File: config.mk
export PLATFORM = sky130hd
export DESIGN_NAME = isqrt_seq
export DESIGN_NICKNAME = d
export VERILOG_FILES = /design/src/rtl/isqrt_pkg.sv /design/src/rtl/isqrt_seq_sq_table.sv /design/src/rtl/isqrt_seq.sv
export SDC_FILE = /design/constraint.sdc
export NUM_CORES = 1
export LEC_CHECK = 0
export ABC_AREA = 1
export ABC_CLOCK_PERIOD_IN_PS = 6300
export CORE_MARGIN = 2
export CORE_UTILIZATION = 57
export DETAILED_ROUTE_END_ITERATION = 10
export PLACE_DENSITY = 0.93
export SETUP_SLACK_MARGIN = 0.5
export SLEW_MARGIN = 15
export SYNTH_ARGS = -nofsm -noshare
export SYNTH_HDL_FRONTEND = slang
export SYNTH_HIERARCHICAL = 1
export SYNTH_SLANG_ARGS = --single-unit
File: constraint.sdc
create_clock -name clk -period 6.3 [get_ports clk]
set_clock_uncertainty 0.2 [all_clocks]
set_input_delay 0.63 -clock clk [delete_from_list [all_inputs] [get_ports clk]]
set_output_delay 0.63 -clock clk [all_outputs]
set_load 0.02 [all_outputs]
File: src/rtl/isqrt_pkg.sv
// Shared types and constants for the sequential integer square-root block.
// Holds the controller state encoding and the per-mode root limits.
package isqrt_pkg;

    localparam int W_DEFAULT = 4;

    typedef enum logic [1:0] {
        IDLE   = 2'd0,
        SEARCH = 2'd1,
        DONE   = 2'd2
    } state_t;

    // Largest root allowed in unsigned mode: 2^w - 1.
    function automatic int umax(input int w);
        return (1 << w) - 1;
    endfunction

    // Largest root allowed in signed mode: 2^(w-1).
    function automatic int smax(input int w);
        return 1 << (w - 1);
    endfunction

endpackage

File: src/rtl/isqrt_seq_sq_table.sv
// Combinational square lookup: W-bit operand to its 2*W-bit square.
// Built as a constant table indexed by the operand, not as a multiplier.
module sq_table #(
    parameter int W = 4
) (
    input  logic [W-1:0]   x,
    output logic [2*W-1:0] sq
);

    // Table lookup over every representable operand value.
    always_comb begin
        sq = {(2*W){1'b0}};
        for (int i = 0; i < (1 << W); i++) begin
            if (x == W'(i)) begin
                sq = (2*W)'(i * i);
            end else begin
                sq = sq;
            end
        end
    end

endmodule

File: src/rtl/isqrt_seq.sv
// Sequential integer square root: walks the candidate up from zero one step
// per cycle until its successor would overshoot the value or the mode limit.
module isqrt_seq
    import isqrt_pkg::*;
#(
    parameter int W = W_DEFAULT
) (
    input  logic           clk,
    input  logic           rst,
    input  logic           start,
    input  logic [2*W-1:0] value,
    input  logic           sign,
    output logic           busy,
    output logic           done,
    output logic [W-1:0]   root,
    output logic [2*W-1:0] rem,
    output logic           exact,
    output logic           err
);

    localparam logic [W:0]     UMAX_C    = (W+1)'(umax(W));
    localparam logic [W:0]     SMAX_C    = (W+1)'(smax(W));
    localparam logic [2*W-1:0] SMAX_SQ_C = (2*W)'(1) << (2*W - 2);

    state_t         state_r;
    logic [W-1:0]   cand_r;
    logic [2*W-1:0] cand_sq_r;
    logic [2*W-1:0] value_r;
    logic           sign_r;
    logic           busy_r;
    logic           done_r;
    logic [W-1:0]   root_r;
    logic [2*W-1:0] rem_r;
    logic           exact_r;
    logic           err_r;

    logic [W:0]     next_s;
    logic [2*W-1:0] next_sq_s;
    logic [W:0]     limit_s;
    logic           stop_s;

    // next is one bit wider so the step past 2^W-1 is seen as over-limit.
    assign next_s  = {1'b0, cand_r} + (W+1)'(1);
    assign limit_s = sign_r ? SMAX_C : UMAX_C;
    assign stop_s  = (next_s > limit_s) || (next_sq_s > value_r);

    sq_table #(.W(W)) u_sq_table (
        .x  (next_s[W-1:0]),
        .sq (next_sq_s)
    );

    // Controller and result registers.
    always_ff @(posedge clk) begin
        if (rst) begin
            state_r   <= IDLE;
            cand_r    <= {W{1'b0}};
            cand_sq_r <= {(2*W){1'b0}};
            value_r   <= {(2*W){1'b0}};
            sign_r    <= 1'b0;
            busy_r    <= 1'b0;
            done_r    <= 1'b0;
            root_r    <= {W{1'b0}};
            rem_r     <= {(2*W){1'b0}};
            exact_r   <= 1'b0;
            err_r     <= 1'b0;
        end else begin
            case (state_r)
                IDLE, DONE: begin
                    done_r <= 1'b0;
                    if (start) begin
                        state_r   <= SEARCH;
                        busy_r    <= 1'b1;
                        value_r   <= value;
                        sign_r    <= sign;
                        cand_r    <= {W{1'b0}};
                        cand_sq_r <= {(2*W){1'b0}};
                    end else begin
                        state_r <= IDLE;
                        busy_r  <= 1'b0;
                    end
                end
                SEARCH: begin
                    if (stop_s) begin
                        state_r <= DONE;
                        busy_r  <= 1'b0;
                        done_r  <= 1'b1;
                        root_r  <= cand_r;
                        rem_r   <= value_r - cand_sq_r;
                        exact_r <= (value_r == cand_sq_r);
                        err_r   <= sign_r && (value_r > SMAX_SQ_C);
                    end else begin
                        cand_r    <= next_s[W-1:0];
                        cand_sq_r <= next_sq_s;
                    end
                end
                default: begin
                    state_r <= IDLE;
                    busy_r  <= 1'b0;
                    done_r  <= 1'b0;
                end
            endcase
        end
    end

    assign busy  = busy_r;
    assign done  = done_r;
    assign root  = root_r;
    assign rem   = rem_r;
    assign exact = exact_r;
    assign err   = err_r;

endmodule

Yosys cells after proc, flatten, opt, wreduce, memory -nomap -nowiden
Cells that the tools add are included.
W data, S select, Z words.
{"block": "word_totals", "regBits": 39, "latchBits": 0, "ramBits": 0, "rom_bits": 0, "inputBits": 12, "output_inout_bits": 16, "wordCells": 75, "n_memories": 0}
{"block": "classes", "add_sub_neg": 2, "multipliers": 0, "div_mod_pow": 0, "n_lt_le_gt_ge": 3, "n_eq_ne": 21, "shifts": 0, "n_mux": 28, "bitwise_logic": 1, "reduce_logical": 9}
{"cell": "$mux W8", "count": 6}
{"cell": "$eq A4 B4 Y1 const B", "count": 8}
{"cell": "$mux W7", "count": 4}
{"cell": "$eq A4 B3 Y1 const B", "count": 4}
{"cell": "$pmux W8 S2", "count": 1}
{"cell": "$mux W4", "count": 3}
{"cell": "$mux W6", "count": 2}
{"cell": "$mux W5", "count": 2}
{"cell": "$eq A4 B2 Y1 const B", "count": 2}
{"cell": "$eq A8 B8 Y1", "count": 1}
{"cell": "$gt A8 B7 Y1 const B", "count": 1}
{"cell": "$gt A8 B8 Y1", "count": 1}
{"cell": "$pmux W4 S2", "count": 1}
{"cell": "$sub A8 B8 Y8", "count": 1}
{"cell": "$mux W3", "count": 2}
{"cell": "$ne A2 B2 Y1 const B", "count": 3}
{"cell": "$add A4 B1 Y5 const B", "count": 1}
{"cell": "$gt A5 B4 Y1", "count": 1}
{"cell": "$eq A4 B1 Y1 const B", "count": 1}
{"cell": "$mux W1", "count": 4}
{"cell": "$pmux W2 S2", "count": 1}
{"cell": "$reduce_and A2 Y1", "count": 2}
{"cell": "$reduce_or A2 Y1", "count": 2}
{"cell": "$reduce_and A3 Y1", "count": 1}
{"cell": "other kinds (9)", "count": 9}

Logic depth before layout (Yosys ltp)
{"block": "depth", "ltp_word": 21, "depth_mapped": 18}

By module
The synthesis kept the hierarchy.
{"module": "isqrt_seq", "instances": 1, "cells_each": 281, "area_per_inst_um2": 2119.5}
{"module": "sq_table", "instances": 1, "cells_each": 21, "area_per_inst_um2": 91.3}

Least setup slack after synthesis
No wires, ideal clock.
{"block": "synth_path", "path_type": "register to register", "start": "reg cand_r[0]", "end": "reg err_r, in the netlist err", "arrival_ps": 2327, "path_slack_ps": 3649, "stages_incl_launch_ff": 17, "n_path_buf": 1, "cell_sequence": "dfxtp_1 -> ha_1 -> xor2_1 -> nand2_2 -> nand3_1 -> nand2_1 -> ha_1 -> nand2_1 -> nor2_1 -> nand2_1 -> nand2_1 -> nand2_1 -> nand2_4 -> nand2_2 -> buf_6 -> nand3_1 -> o21ai_0"}
{"block": "synth_via", "word_cells_on_any_way": 35, "cone_classes": "add/sub: 1; order compare: 2; eq/ne: 15; mux: 15; reduce/logical: 2"}
{"item": "start, declared", "line": "isqrt_seq.sv:26", "rtl": "logic [W-1:0] cand_r;"}
{"item": "start signal, assigned", "line": "isqrt_seq.sv:56", "rtl": "cand_r <= {W{1'b0}};"}
{"item": "start signal, assigned", "line": "isqrt_seq.sv:75", "rtl": "cand_r <= {W{1'b0}};"}
{"item": "start signal, assigned", "line": "isqrt_seq.sv:92", "rtl": "cand_r <= next_s[W-1:0];"}
{"item": "$add A4 B1 Y5 (*)", "line": "isqrt_seq.sv:43", "rtl": "assign next_s = {1'b0, cand_r} + (W+1)'(1);"}
{"item": "named net next_s[2]", "line": "isqrt_seq.sv:37", "rtl": "logic [W:0] next_s;"}
{"item": "$eq A4 B3 Y1", "line": "isqrt_seq_sq_table.sv:14", "rtl": "if (x == W'(i)) begin"}
{"item": "$mux W6 (2 in series)", "line": "isqrt_seq_sq_table.sv:14"}
{"item": "$mux W7 (4 in series)", "line": "isqrt_seq_sq_table.sv:14"}
{"item": "$mux W8 (3 in series)", "line": "isqrt_seq_sq_table.sv:14"}
{"item": "$mux W8 (*)", "line": "isqrt_seq_sq_table.sv:14"}
{"item": "named net next_sq_s[5]", "line": "isqrt_seq.sv:38", "rtl": "logic [2*W-1:0] next_sq_s;"}
{"item": "$gt A8 B8 Y1 (*)", "line": "isqrt_seq.sv:45", "rtl": "assign stop_s = (next_s > limit_s) || (next_sq_s > value_r);"}
{"item": "$logic_or A1 B1 Y1 (*)", "line": "isqrt_seq.sv:45"}
{"item": "$reduce_and A2 Y1 (no source line) (*)"}
{"item": "end signal, assigned", "line": "isqrt_seq.sv:90", "rtl": "err_r <= sign_r && (value_r > SMAX_SQ_C);"}
{"item": "end, declared", "line": "isqrt_seq.sv:35", "rtl": "logic err_r;"}
Mark *: on every way through the listed nets, which the timed path passes. The rest lies on a longest branch.
A chain may end at the register's enable or synchronous reset.

Worst setup path after layout
{"block": "layout_path", "start": "reg cand_r[0]", "end": "reg rem_r[5], in the netlist rem[5]"}
{"block": "layout_via", "word_cells_on_any_way": 35, "cone_classes": "add/sub: 1; order compare: 2; eq/ne: 15; mux: 15; reduce/logical: 2"}
{"item": "$add A4 B1 Y5 (*)", "line": "isqrt_seq.sv:43"}
{"item": "named net next_s[2]", "line": "isqrt_seq.sv:37"}
{"item": "$eq A4 B3 Y1", "line": "isqrt_seq_sq_table.sv:14"}
{"item": "$mux W6 (2 in series)", "line": "isqrt_seq_sq_table.sv:14"}
{"item": "$mux W7 (4 in series)", "line": "isqrt_seq_sq_table.sv:14"}
{"item": "$mux W8 (3 in series)", "line": "isqrt_seq_sq_table.sv:14"}
{"item": "$mux W8 (*)", "line": "isqrt_seq_sq_table.sv:14"}
{"item": "named net next_sq_s[5]", "line": "isqrt_seq.sv:38"}
{"item": "$gt A8 B8 Y1 (*)", "line": "isqrt_seq.sv:45"}
{"item": "$logic_or A1 B1 Y1 (*)", "line": "isqrt_seq.sv:45"}
{"item": "$reduce_and A2 Y1 (no source line) (*)"}
{"item": "end signal, assigned", "line": "isqrt_seq.sv:63", "rtl": "rem_r <= {(2*W){1'b0}};"}
{"item": "end signal, assigned", "line": "isqrt_seq.sv:88", "rtl": "rem_r <= value_r - cand_sq_r;"}
{"item": "end, declared", "line": "isqrt_seq.sv:33", "rtl": "logic [2*W-1:0] rem_r;"}
Marked as above.

==> summary.md <==
| Metric | Value |
|---|---|
| Num CTS Buffers | `5` |
| Share of cells above drive strength 1 | `under 10%` |
| Via density per instance | `5.62` |
| Post-route insts no fill | `371` |
| Pre-antenna DRT Iters | `5` |
| Cell mode on critical path | `sky130_fd_sc_hd__nand2_1` |
| DRC violation count after routing | `0` |
| Hold Path Sink | `root[3]$_SDFFE_PP0P_` |
| Maximum vdd drop | `0.164 mV` |
| Critical path launch point type | `register` |
| Worst Path Buf+Inv | `0` |
| Max-cap violation count | `0` |
| Number of setup violations in the final report | `0` |
| Largest stage delay on the critical path | `approximately 0.48 ns` |
| Internal Dissipation | `around 0.4 mW` |
| Core outline area | `between 3000 and 4000 um2` |
| Reg2Reg Capture Point | `rem[5]$_SDFFE_PP0P_` |
| Cell variety after synth | `30` |
| IO Pins | `28` |
| Leakage power | `about 1.1 nW` |
| Syn-to-layout area delta | `15.7%` |
| Placer's final routability congestion estimate | `approximately 1` |
| Critical-path cell list | `ha_1, xor2_1, nand2_2, nand3_1, nand2_1, ha_1, nand2_1, nor2_1, nand2_1, nand2_1, nand2_1, nand2_4, nand2_2, o21ai_0, nor2_1` |
| Clock period minus final worst setup slack | `3.49 ns` |
| Number of stages on the worst hold path | `2` |
| Die outline width | `66.3 um` |
| Number of max-slew violations in the final report | `0` |
| Slowest stage cell, crit path | `sky130_fd_sc_hd__xor2_1` |
| Maximum number of pins on one net before global-route repair | `32` |
| Pwr dens | `roughly 240 nW/um2` |
| CTS resizes | `0` |
| Unrepaired setup endpoints after global routing | `false` |
| Vias in the first global route | `1869` |
| Actual slew at the worst max-slew pin | `between 0.8 and 0.9 ns` |
| H-tree lvl count | `2` |
| Sequential Power Share | `a little over two fifths` |
| Rel. slew slack | `41.3%` |
| Sequential cell area fraction in the yosys report | `between 30% and 40%` |
| Total Neg Setup Slack | `0 ns` |
| Total GRT Usage | `25.1%` |
| Synth Area per Inst | `about 7.3 um2` |
| Reg2reg setup slack | `between 2 and 3 ns` |
| Post-CTS repair timing setup buffer count | `0` |
| Number of hold-slack violations in the final timing report | `0` |
| CTS Root Buffer Type | `sky130_fd_sc_hd__clkbuf_8` |
| Final routed wire length divided by cell count | `around 13 um` |
| Number of clock sinks | `38` |
| Total nets after synthesis | `roughly 330` |
| Kind of cell with the highest combined delay on the critical path | `simple AND/OR/NAND/NOR gates` |
| Vertical die dimension | `~66 um` |
| Period Utilization, post-route | `between 50% and 60%` |
| CTS Hold Buffers Added | `0` |
| Leftover overflow at the end of global routing | `0` |
| Hold crit path type | `register to register` |
| Switching share of power | `33.6%` |
| Critical path launch point | `cand_r[0]$_SDFFE_PP0P_` |
| Clock latency reported for the late side of the worst-skew pair | `approximately 0.30 ns` |
| Inserted Diodes | `0` |
| CTS tree | `yes` |
| Origin of the critical flop-to-flop path | `cand_r[0]$_SDFFE_PP0P_` |
| Critical path endpoint category | `register` |
| Port buffer count | `27` |
| Total of warnings raised by yosys | `6` |
| Count of standard-cell rows | `22` |
| Clock network fraction of total power | `between 20 and 30%` |
| WP data arrival | `between 3 and 4 ns` |
| Combinational cell fraction of total power | `28.1%` |
| Wire length of the first global-routing pass | `8390 um` |
| Required time at the endpoint of the critical path | `6.29 ns` |
| Peak clock frequency supported by timing | `0.287 GHz` |
| Cell area after technology mapping | `roughly 2200 um2` |
| Initial drt markers | `151` |
| Post-layout power | `0.610 mW` |
| Count of vias placed by the detailed router | `about 2100` |
| FF+latch count, synth | `38` |
| Placed Instances | `363` |
| Reg clk slew, reported paths | `about 0.07 ns` |
| Post-Synthesis Cells | `roughly 300` |
| Worst Min Path Start | `root[3]$_SDFFE_PP0P_` |
| Worst Path Class, Setup | `register to register` |
| Total Die Area | `around 4400 um2` |
| Total routed wirelength | `around 5000 um` |
| Run status | `complete, no violations` |
| Buffer levels on the longest clock path | `2` |
| Detailed placer's ending HPWL | `roughly 3700 um` |
| Hold WS | `~0.26 ns` |
| Power spent charging and discharging nets | `0.205 mW` |
| Net total in the final layout | `354` |
| Worst-case reg-to-reg path depth | `15` |
| Antenna Nets Post-Route | `0` |
| Initial cell density of the core | `approximately 60%` |
| Largest fanout of any net on the critical path | `16` |
| Initial antenna violation count | `0` |
-- cells in the mapped netlist (all sizes together) --
cell    instances  area share [%]
o21ai          14             3.2
xor2            4             1.6
a21o            3             1.0
dfxtp          38              34
nand4          16             4.5
ha             19              11
and2            1            0.28
nor4            1            0.28
nor2           13             2.7
a21oi          43             9.7
o221ai          1            0.40
fa              1            0.91
nand3          37             8.9
inv            38             6.5
buf            10             3.2
conb            1            0.17
clkbuf          6             1.0
nand2          53             9.6
xnor2           1            0.40
or2             1            0.28
a31oi           1            0.28
-- cells by family after synthesis --
group                      Yosys count  share of synthesized area (%)
xor gates and xnor gates             5                           1.98
AOI/OAI and AO/OA                   62                           14.6
adders and majority gates           20                           11.7
buffers and inverters               54                           10.6
other                                1                          0.170
DFF                                 38                           34.4
and+or+nand+nor                    122                           26.5
-- state kept, by name, indices dropped and copies added, names as in the netlist --
name,count
state_r,1
cand_r,4
root,4
cand_sq_r,8
err,1
exact,1
rem,8
sign_r,1
done,1
busy,1
value_r,8
-- power by group through the flow --
stage	sequential (mW)	combinational (mW)	clock [mW]
after floorplan	0.273	0.128	0
after global placement	0.269	0.163	0
after detailed placement	0.270	0.168	0
after CTS	0.265	0.170	0.173
after global routing	0.266	0.194	0.183
final	0.264	0.172	0.174
-- layer usage --
layer,routed length (um),global-route usage [%],vias up
met5,0,0,-
met1,2180,32.0,937
li1,-,-,1054
met4,129,10.2,0
met3,283,3.75,15
met2,2390,42.0,79
-- worst min-delay path, delay by kind of cell, from the launching register on --
family	cells	cell delay [ns]
compound gates	1	0.05
flops	1	0.31
simple gates	1	0.06
-- placed cells by master, fill, tap and decap left out, types with 2 or more instances in the layout --
master	n
sky130_fd_sc_hd__a21o_1	3
sky130_fd_sc_hd__a21oi_1	43
sky130_fd_sc_hd__buf_4	2
sky130_fd_sc_hd__clkbuf_8	6
sky130_fd_sc_hd__clkdlybuf4s50_1	27
sky130_fd_sc_hd__dfxtp_1	38
sky130_fd_sc_hd__ha_1	19
sky130_fd_sc_hd__inv_1	37
sky130_fd_sc_hd__nand2_1	50
sky130_fd_sc_hd__nand2_2	2
sky130_fd_sc_hd__nand3_1	36
sky130_fd_sc_hd__nand4_1	16
sky130_fd_sc_hd__nor2_1	10
sky130_fd_sc_hd__nor2_2	2
sky130_fd_sc_hd__o21ai_0	14
sky130_fd_sc_hd__xor2_1	4
-- worst max path at each step --
stage | endpoint | slack (ns) | depth (start not counted)
after floorplan | err$_SDFFE_PP0P_ | 3.65 | 16
after global placement | rem[7]$_SDFFE_PP0P_ | 3.13 | 15
after detailed placement | rem[7]$_SDFFE_PP0P_ | 2.93 | 15
after CTS | rem[5]$_SDFFE_PP0P_ | 2.87 | 15
after global routing | rem[5]$_SDFFE_PP0P_ | 2.44 | 15
final | rem[5]$_SDFFE_PP0P_ | 2.81 | 15
-- final cells by class --
cell class / count / area [um2]
clock buffer: 7 / 86.3
clock inverter: 1 / 5.00
fill: 334 / 1130
inverter: 38 / 143
multi-input combinational: 210 / 1220
sequential: 38 / 761
tap: 48 / 60.1
timing repair buffer: 29 / 285
-- per-stage QoR --
| stage | area [um2] | worst slack (ns) | utilization (%) |
|---|---|---|---|
| 6_report | 2560 | 2.81 | 69.3 |
| 5_1_grt | 2560 | 2.44 | 69.3 |
| 4_1_cts | 2560 | 2.87 | 69.3 |
| 3_5_place_dp | 2470 | 2.93 | 66.9 |
| 3_3_place_gp | 2470 | 3.13 | 66.9 |
| 2_1_floorplan | 2210 | 3.65 | - |
No activity file was read; power rests on OpenSTA's default activity.
